===== config.mk =====
export PLATFORM = sky130hd
export DESIGN_NAME = ram_access_master
export DESIGN_NICKNAME = d
export VERILOG_FILES = /design/src/rtl/define.sv /design/src/rtl/mem_pkg.sv /design/src/rtl/ram_wait_timer.sv /design/src/rtl/ram_access_master.sv
export SDC_FILE = /design/constraint.sdc
export NUM_CORES = 1
export LEC_CHECK = 0
export ABC_AREA = 1
export BUFFER_PORTS_ARGS = -buffer_cell sky130_fd_sc_hd__buf_2
export CAP_MARGIN = 20
export CORE_MARGIN = 3
export CORE_UTILIZATION = 35
export CTS_BUF_LIST = sky130_fd_sc_hd__clkbuf_4
export DETAILED_ROUTE_END_ITERATION = 16
export GPL_TIMING_DRIVEN = 0
export PLACE_DENSITY = 0.67
export SYNTH_ARGS = -nofsm -noshare
export SYNTH_HDL_FRONTEND = slang
export SYNTH_HIERARCHICAL = 1
export SYNTH_SLANG_ARGS = --single-unit

===== constraint.sdc =====
create_clock -name clk -period 2.2 [get_ports clk]
set_input_delay 0.11 -clock clk [delete_from_list [all_inputs] [get_ports clk]]
set_output_delay 0.11 -clock clk [all_outputs]
set_load 0.05 [all_outputs]

===== src/rtl/define.sv =====
// Project-wide defines shared by the RAM access path.
`ifndef RAM_ADDRESS_BITWIDTH
`define RAM_ADDRESS_BITWIDTH 16
`endif


===== src/rtl/mem_pkg.sv =====
// Shared types for the RAM access master: FSM states and response payload.
package mem_pkg;

  typedef enum logic [1:0] {
    IDLE      = 2'd0,
    WRITE     = 2'd1,
    WAIT_READ = 2'd2,
    RESP      = 2'd3
  } mem_state_t;

  // Data returned for stores and timed-out loads.
  localparam logic [31:0] RESP_ERR_DATA = 32'h0;

  typedef struct packed {
    logic [31:0] data;
    logic        error;
  } mem_resp_t;

endpackage


===== src/rtl/ram_wait_timer.sv =====
// Saturating 8-bit wait counter for stalled reads. The expired flag fires
// on the MAX_WAIT-th consecutive enabled cycle, so a read spends at most
// MAX_WAIT cycles waiting before it is aborted.
module ram_wait_timer #(
  parameter int MAX_WAIT = 15
) (
  input  logic clk,
  input  logic rstn,
  input  logic clr,
  input  logic en,
  output logic expired
);

  localparam logic [7:0] LIMIT = 8'(MAX_WAIT - 1);

  logic [7:0] cnt_q;

  // Clear has priority; count up while enabled, stick at 255.
  always_ff @(posedge clk or negedge rstn) begin
    if (!rstn)                     cnt_q <= 8'd0;
    else if (clr)                  cnt_q <= 8'd0;
    else if (en && cnt_q != 8'hFF) cnt_q <= cnt_q + 8'd1;
  end

  assign expired = en && (cnt_q >= LIMIT);

endmodule


===== src/rtl/ram_access_master.sv =====
// Core-side RAM initiator: one outstanding load/store at a time, registered
// RAM port, bounded wait on read_ready, in-order single response per request.
`ifndef RAM_ADDRESS_BITWIDTH
`define RAM_ADDRESS_BITWIDTH 16
`endif

module ram_access_master
  import mem_pkg::*;
#(
  parameter int MAX_WAIT = 15,
  parameter int ADDR_W   = `RAM_ADDRESS_BITWIDTH
) (
  input  logic              clk,
  input  logic              rstn,
  input  logic              req_valid,
  output logic              req_ready,
  input  logic              req_write,
  input  logic [ADDR_W-1:0] req_address,
  input  logic [31:0]       req_wdata,
  output logic              resp_valid,
  input  logic              resp_ready,
  output logic [31:0]       resp_data,
  output logic              resp_error,
  output logic [ADDR_W-1:0] ram_read_address,
  output logic [ADDR_W-1:0] ram_write_address,
  output logic              ram_write_enable,
  output logic [31:0]       ram_write_data,
  input  logic [31:0]       ram_read_data,
  input  logic              ram_read_ready
);

  mem_state_t        state_q, state_d;
  mem_resp_t         resp_q, resp_d;
  logic [ADDR_W-1:0] rd_addr_q, rd_addr_d;
  logic [ADDR_W-1:0] wr_addr_q, wr_addr_d;
  logic [31:0]       wr_data_q, wr_data_d;
  logic              we_q, we_d;
  logic              req_ready_q, resp_valid_q;
  logic              tmr_clr, tmr_en, tmr_expired;

  ram_wait_timer #(.MAX_WAIT(MAX_WAIT)) u_timer (
    .clk     (clk),
    .rstn    (rstn),
    .clr     (tmr_clr),
    .en      (tmr_en),
    .expired (tmr_expired)
  );

  // State register.
  always_ff @(posedge clk or negedge rstn) begin
    if (!rstn) state_q <= IDLE;
    else       state_q <= state_d;
  end

  // Next state and next values of every registered output.
  always_comb begin
    state_d   = state_q;
    resp_d    = resp_q;
    rd_addr_d = rd_addr_q;
    wr_addr_d = wr_addr_q;
    wr_data_d = wr_data_q;
    we_d      = 1'b0;
    tmr_clr   = 1'b0;
    tmr_en    = 1'b0;
    case (state_q)
      IDLE: begin
        if (req_valid) begin
          if (req_write) begin
            wr_addr_d = req_address;
            wr_data_d = req_wdata;
            we_d      = 1'b1;
            state_d   = WRITE;
          end else begin
            rd_addr_d = req_address;
            tmr_clr   = 1'b1;
            state_d   = WAIT_READ;
          end
        end
      end
      WRITE: begin
        resp_d  = '{data: RESP_ERR_DATA, error: 1'b0};
        state_d = RESP;
      end
      WAIT_READ: begin
        tmr_en = !ram_read_ready;
        // Data arriving on the expiry cycle still counts as a good read.
        if (ram_read_ready) begin
          resp_d  = '{data: ram_read_data, error: 1'b0};
          state_d = RESP;
        end else if (tmr_expired) begin
          resp_d  = '{data: RESP_ERR_DATA, error: 1'b1};
          state_d = RESP;
        end
      end
      RESP: begin
        if (resp_ready) state_d = IDLE;
      end
      default: state_d = IDLE;
    endcase
  end

  // Output registers; handshake flags are decoded from the next state.
  always_ff @(posedge clk or negedge rstn) begin
    if (!rstn) begin
      resp_q       <= '{data: 32'h0, error: 1'b0};
      rd_addr_q    <= '0;
      wr_addr_q    <= '0;
      wr_data_q    <= 32'h0;
      we_q         <= 1'b0;
      req_ready_q  <= 1'b1;
      resp_valid_q <= 1'b0;
    end else begin
      resp_q       <= resp_d;
      rd_addr_q    <= rd_addr_d;
      wr_addr_q    <= wr_addr_d;
      wr_data_q    <= wr_data_d;
      we_q         <= we_d;
      req_ready_q  <= (state_d == IDLE);
      resp_valid_q <= (state_d == RESP);
    end
  end

  assign req_ready         = req_ready_q;
  assign resp_valid        = resp_valid_q;
  assign resp_data         = resp_q.data;
  assign resp_error        = resp_q.error;
  assign ram_read_address  = rd_addr_q;
  assign ram_write_address = wr_addr_q;
  assign ram_write_enable  = we_q;
  assign ram_write_data    = wr_data_q;

endmodule


==> out/metrics.csv, run 1 <==
metric;value;unit
outcome;finished clean;
GRT overflow;0;
crit path launch;state_q[0]$_DFF_PN0_;
Synth Instances;500;
syn_nets;588;
reg2reg setup slack;0.30;ns
CTS tree;yes;
crit path time final;1.90;ns
DRT met1 WL;5490;µm
Rel. slew slack;54.8;%
critical path's largest stage delay;0.46;ns
Sw Share;53.5;%
# nets final;872;
Highest Signal Layer;met4;
combinational power share;55.4;%
Worst Skew;0.0179;ns
Yosys top cell area share;60.8;%
number of global-route vias before repair;4439;
layout cell share with drive strength beyond 1;29.3;%
sequential area share after synthesis;61.4;%
Worst R2R Start;state_q[0]$_DFF_PN0_;
sw power;0.00556;W
cells on worst reg2reg path;9;
synth unique cells;27;
WL met2;6820;µm
Max Clk Rate;0.526;GHz
die area;0.0142;mm²
Core Box Area;0.0123;mm²
RSZ-0062 raised after global routing;no;
hpwl dp;9140;µm
Setup crit end kind;flip-flop;
fin crit share;86.3;%
CTS HTree Levels;3;
Worst-path clk slew;0.16;ns
CTS Buffer Depth;2;
total stage count of the critical path;9;
mapped cell area;0.00449;mm²
Fin Setup TNS;0;ns
most frequent cells in the layout;nand2_1 (191), buf_2 (191), dfrtp_1 (109);
Die Y;119;µm
Cell Rows;40;
pwr dens;1550;mW/mm²
design area;0.00672;mm²
worst setup path end;u_timer/cnt_q[3]$_DFFE_PN0P_;
final hold violation count;0;
Lkg Pwr;3.77;nW
root buf cell;clkbuf_4;
DR pass1 iterations;6;
power share of the sequential group;32.7;%
Reg-to-Reg End;u_timer/cnt_q[3]$_DFFE_PN0P_;
actual slew at the worst max-slew pin;0.679;ns
Max VDD drop;0.725;mV
slowest CP cell;dfrtp_1;
GP Congestion;0.783;
total number of yosys warnings;6;
Port Buf Inserts;184;
synth top area cells;dfrtp_1 (61%), nand2_1 (16%), nand3_1 (8.3%);
initial antenna violation count;1;
I/O pin count;186;
vias per cell;4.64;
CP Launch Type;flip-flop;
crit path kind;reg2reg;
clk sinks;110;
Max Fanout on Critical Path;10;
WL per Instance;13.9;µm
post-synth top area cell;dfrtp_1;
global-route wire length before repair;21900;µm
Top delay family on crit path;buffers and inverters;
largest net degree at the start of global routing;60;
Final Slew Violations;0;
max_cap viols;0;
placed cell areas;0.00565;mm²
Starting Density;36.6;%
crit-path most repeated cell;nand2_1;
Initial DRC Count;323;
arrival time worst endpoint;2.26;ns
WP buf/inv;4;
CP required;2.56;ns
worst hold path class;in2reg;
Clk Latency, worst-skew pair;0.46;ns
final WL;13300;µm
final setup violation count;0;
Routed met3 length;690;µm
area delta synth->final;49.8;%
Clock power frac;12.0;%
mean area per synthesized cell;8.98;µm²
CP cell instances;nor2_1 > nand2_1 > clkbuf_2 > inv_1 > inv_1 > nand2_4 > clkinv_2 > nand2_1 > nand2_1;
drt drc;0;
Seq cells post-synth;110;
Die X;119;µm
total track usage;18.8;%
internal power;0.00483;W
CTS buffer count;9;
routed vias;4442;
antenna-violating nets left;0;
-- metrics by stage --
stage / setup WS, ns / instances / utilization [%] / total power, W / hold WS, ns
6_report: 0.300 / 958 / 54.8 / 0.0104 / 0.0609
5_1_grt: 0.0689 / 958 / 54.8 / 0.0110 / 0.0368
4_1_cts: 0.0281 / 955 / 54.6 / 0.0104 / 0.0277
3_5_place_dp: 0.0790 / 853 / 46.1 / 0.00902 / 0.198
3_3_place_gp: -0.179 / 852 / 45.8 / 0.00890 / 0.307
2_1_floorplan: 0.448 / 500 / - / 0.00755 / -0.186
-- layout make-up --
class	instances	area [µm²]
timing repair buffer	273	1830
sequential	110	2750
multi-input combinational	330	1460
clock inverter	6	109
antenna	1	2.50
inverter	34	129
tap	168	210
fill	1061	5540
buffer	26	161
clock buffer	10	75.1
-- state kept, by name (all words and copies together), names as in the netlist, 2 cells and up --
register / flops
ram_write_address: 16
resp_data: 32
state_q: 2
ram_write_data: 32
u_timer/cnt_q: 8
ram_read_address: 16
-- worst reg2reg max path: cells and delay by family, from the launching register on --
kind / cells / cell delay, ns
buf+inv: 4 / 0.69
flops: 1 / 0.46
simple gates: 5 / 0.65
-- cell usage after synthesis --
library cell    n
nand2_1       192
buf_4           1
a31oi_1         1
clkbuf_2        1
inv_1          32
clkbuf_1        8
inv_2           1
o21ai_0        26
nand3_2         1
nand2_4         1
nor2_1         11
o21bai_1        1
nand2_2         3
a21oi_1         2
dfstp_2         1
nor3_1          2
nor2_4          2
xor2_1          1
buf_6           5
buf_2          11
o211ai_1        1
nand4_1         1
nand3_1        74
clkinv_2        1
ha_1            2
o21ai_1         9
dfrtp_1       109
-- power by group through the flow --
stage / sequential, W / combinational [W] / clock [W]
final: 0.00340 / 0.00575 / 0.00124
after global placement: 0.00340 / 0.00550 / 0
after floorplan: 0.00628 / 0.00127 / 0
after detailed placement: 0.00343 / 0.00559 / 0
after CTS: 0.00339 / 0.00572 / 0.00129
after global routing: 0.00349 / 0.00612 / 0.00136
-- per-layer routing --
layer	up-vias	track usage [%]
met2	159	32.4
met5	-	0
met3	27	4.99
li1	2147	-
met4	0	7.60
met1	2109	22.3
-- how the worst min path moves through the flow --
stage                        startpoint                               to  slack [ns]  cells after the start
final                         req_valid   ram_write_data[31]$_DFFE_PN0P_        0.06                      5
after detailed placement           rstn    ram_write_data[5]$_DFFE_PN0P_        0.20                      1
after global routing          req_valid   ram_write_data[31]$_DFFE_PN0P_        0.04                      5
after floorplan                    rstn  ram_read_address[0]$_DFFE_PN0P_       -0.19                      0
after CTS                     req_valid   ram_write_data[31]$_DFFE_PN0P_        0.03                      5
after global placement    req_wdata[30]   ram_write_data[30]$_DFFE_PN0P_        0.31                      3
-- kinds of logic after synthesis --
group	Yosys count	synth area share, %
xor+xnor	1	0.195
simple gates	287	27.0
compound gates	40	4.60
fa+ha+maj	2	0.557
flops	110	61.4
buf+inv	60	6.30
-- repair_timing --
item	CTS	global route
buffers inserted	0	2
resized for setup	0	7
setup endpoints to repair	0	30
endpoints found under the hold margin	151	0
hold buffers	86	0
Power figures use the tool's default switching activity.
==> run 2: changes to the inputs <==
Settings changed: PLACE_DENSITY 0.67 to 0.7.
Clock period 2.2 ns to 1.65 ns, I/O delays scaled along.
==> out/metrics.csv, run 2 (synthesis gave the netlist of run 1 again) <==
metric;value;unit;change
outcome;complete, but fails checks;;
failing checks;negative setup slack;;
I/O pin count;186;;unchanged
Final Slew Violations;0;;unchanged
Port Buf Inserts;184;;unchanged
Cell Rows;40;;unchanged
actual slew at the worst max-slew pin;0.628;ns;-0.0502 ns
routed vias;4554;;+2.5%
Worst R2R Start;state_q[1]$_DFF_PN0_;;
power share of the sequential group;32.2;%;-0.5 points
max_cap viols;0;;unchanged
crit path time final;1.67;ns;-0.232 ns
Worst-path clk slew;0.16;ns;about the same
CTS buffer count;9;;unchanged
internal power;0.00663;W;+37%
Setup WS post-layout;-0.0171;ns;-0.318 ns
Min-Delay Startpoint;req_valid;;
CP cell instances;inv_1 > nor2_4 > inv_2 > nor2_4 > inv_2 > a31oi_4 > inv_2 > nand2_2 > nand2_4 > buf_6 > clkbuf_16 > nand3_1 > nand2_1;;
die area;0.0142;mm²;unchanged
Starting Density;36.6;%;unchanged
Clock power frac;11.5;%;-0.5 points
layout cell share with drive strength beyond 1;32.5;%;+3.2 points
CP Launch Type;flip-flop;;
final setup violation count;5;;+5
RSZ-0062 raised after global routing;yes;;
initial antenna violation count;0;;-1
sw power;0.00757;W;+36%
Core Box Area;0.0123;mm²;unchanged
CTS tree;yes;;
number of global-route vias before repair;4545;;+2.4%
Worst Skew;0.0167;ns;-0.00113 ns
Rel. slew slack;58.1;%;+3.3 points
hpwl dp;9020;µm;-1.3%
Placed Cells;853;;unchanged
hold depth;5;;unchanged
met3 Use GR;3.23;%;-1.8 points
WHS Endpoint;ram_write_data[1]$_DFFE_PN0P_;;
GRT busiest layer;met2;;
antenna-violating nets left;0;;unchanged
most frequent cells in the layout;buf_2 (190), nand2_1 (189), dfrtp_1 (107);;
DR pass1 iterations;4;;-2
vias per cell;4.69;;+1.0%
Lkg Pwr;3.87;nW;+2.6%
Max VDD drop;1.22;mV;+68%
crit-path most repeated cell;inv_2;;
drt drc;0;;unchanged
cells on worst reg2reg path;13;;+4
Sequential Area;0.00276;mm²;about the same
arrival time worst endpoint;2.04;ns;-0.22 ns
WL per Instance;14.4;µm;+3.4%
final hold violation count;0;;unchanged
met2 Resource Use GR;35.6;%;+3.2 points
pwr dens;2050;mW/mm²;+33%
global-route wire length before repair;22700;µm;+3.5%
root buf cell;clkbuf_4;;
GP Congestion;0.875;;+12%
reg2reg setup slack;-0.02;ns;-0.32 ns
Die X;119;µm;unchanged
Initial DRC Count;249;;-23%
GRT met1 Usage;23.5;%;+1.2 points
Reg-to-Reg End;resp_data[8]$_DFFE_PN0P_;;
FILL cells;1008;;-5.0%
# nets final;887;;+1.7%
CTS HTree Levels;3;;unchanged
worst hold path class;in2reg;;
combinational power share;56.3;%;+0.9 points
GRT overflow;0;;unchanged
Sw Share;53.3;%;-0.21 points
Setup crit end kind;flip-flop;;
CP required;2.02;ns;-0.54 ns
total track usage;19.7;%;+0.87 points
# diodes;0;;-1
final WL;14000;µm;+5.0%
fin crit share;101;%;+15 points
critical path's largest stage delay;0.39;ns;-0.07 ns
Max Clk Rate;0.600;GHz;+14%
CTS Buffer Depth;2;;unchanged
clk sinks;110;;unchanged
crit path kind;reg2reg;;
commonest non-fill, non-tap cell in the layout;buf_2;;
Die Y;119;µm;unchanged
area delta synth->final;54.4;%;
Max Fanout on Critical Path;6;;-4
Clk Latency, worst-skew pair;0.47;ns;about the same
Final Core Density;56.5;%;+1.7 points
final cell count without fillers;972;;+1.5%
largest net degree at the start of global routing;64;;+6.7%
multi-input logic area;0.00151;mm²;+3.7%
slowest CP cell;dfrtp_1;;
-- run 2: cell count changes in the layout (fill, tap and decap cells not counted), sizes merged --
| cell | delta |
|---|---|
| diode | -1 |
| buf | +14 |
| clkinv | +1 |
-- run 2: layout make-up --
class	instances	area share, %
clock buffer	9	0.975
multi-input combinational	330	21.8
timing repair buffer	289	28.4
tap	168	3.03
clock inverter	7	1.61
buffer	25	2.56
sequential	110	39.8
inverter	34	1.90
-- run 2: metal layers --
metal / vias up / wire length, µm
met1: 2168 / 5600
li1: 2193 / -
met2: 164 / 7420
met5: - / 0
met3: 29 / 635
met4: 0 / 318
-- run 2: critical path, delay by kind of cell (launching register included) --
family,cells,cell delay (ns)
simple gates,6,0.50
flops,1,0.39
buf+inv,6,0.53
compound gates,1,0.17
-- run 2: power groups by stage --
stage	sequential, W	clock [W]	combinational (W)
after global placement	0.00452	0	0.00739
final	0.00457	0.00163	0.00800
after CTS	0.00454	0.00170	0.00775
after global routing	0.00470	0.00179	0.00851
after detailed placement	0.00458	0	0.00750
after floorplan	0.00837	0	0.00175
-- run 2: worst max path at each step --
stage	start	endpoint	slack, ns	cells past startpoint
after floorplan	state_q[1]$_DFF_PN0_	resp_data[25]$_DFFE_PN0P_	0.02	12
after global placement	rstn	ram_write_data[1]$_DFFE_PN0P_	-0.73	1
after detailed placement	state_q[1]$_DFF_PN0_	resp_data[19]$_DFFE_PN0P_	-0.29	12
after CTS	state_q[0]$_DFF_PN0_	u_timer/cnt_q[1]$_DFFE_PN0P_	0.03	8
after global routing	state_q[1]$_DFF_PN0_	resp_data[10]$_DFFE_PN0P_	-0.10	13
final	state_q[1]$_DFF_PN0_	resp_data[8]$_DFFE_PN0P_	-0.02	13
-- run 2: what timing repair did --
action                                 4_1_cts  5_1_grt
pin swaps                                    2        9
endpoints found under the hold margin      148        0
buffers inserted                             5       11
cloned                                       0        2
hold buffers                                86        0
gates resized for setup                     10       16
setup endpoints to repair                   43       35
-- run 2: per-stage QoR --
step | total power, W | hold slack (ns) | setup WS, ns | TNS [ns] | cell area [µm²]
final | 0.0142 | 0.0633 | -0.0171 | -0.0678 | 6930
after global routing | 0.0150 | 0.0533 | -0.105 | -0.787 | 6930
after detailed placement | 0.0121 | 0.151 | -0.290 | -10.17 | 5680
after floorplan | 0.0101 | -0.213 | 0.0185 | 0 | 4520
after CTS | 0.0140 | 0.0305 | 0.0289 | 0 | 6780
after global placement | 0.0119 | 0.276 | -0.733 | -86.37 | 5650
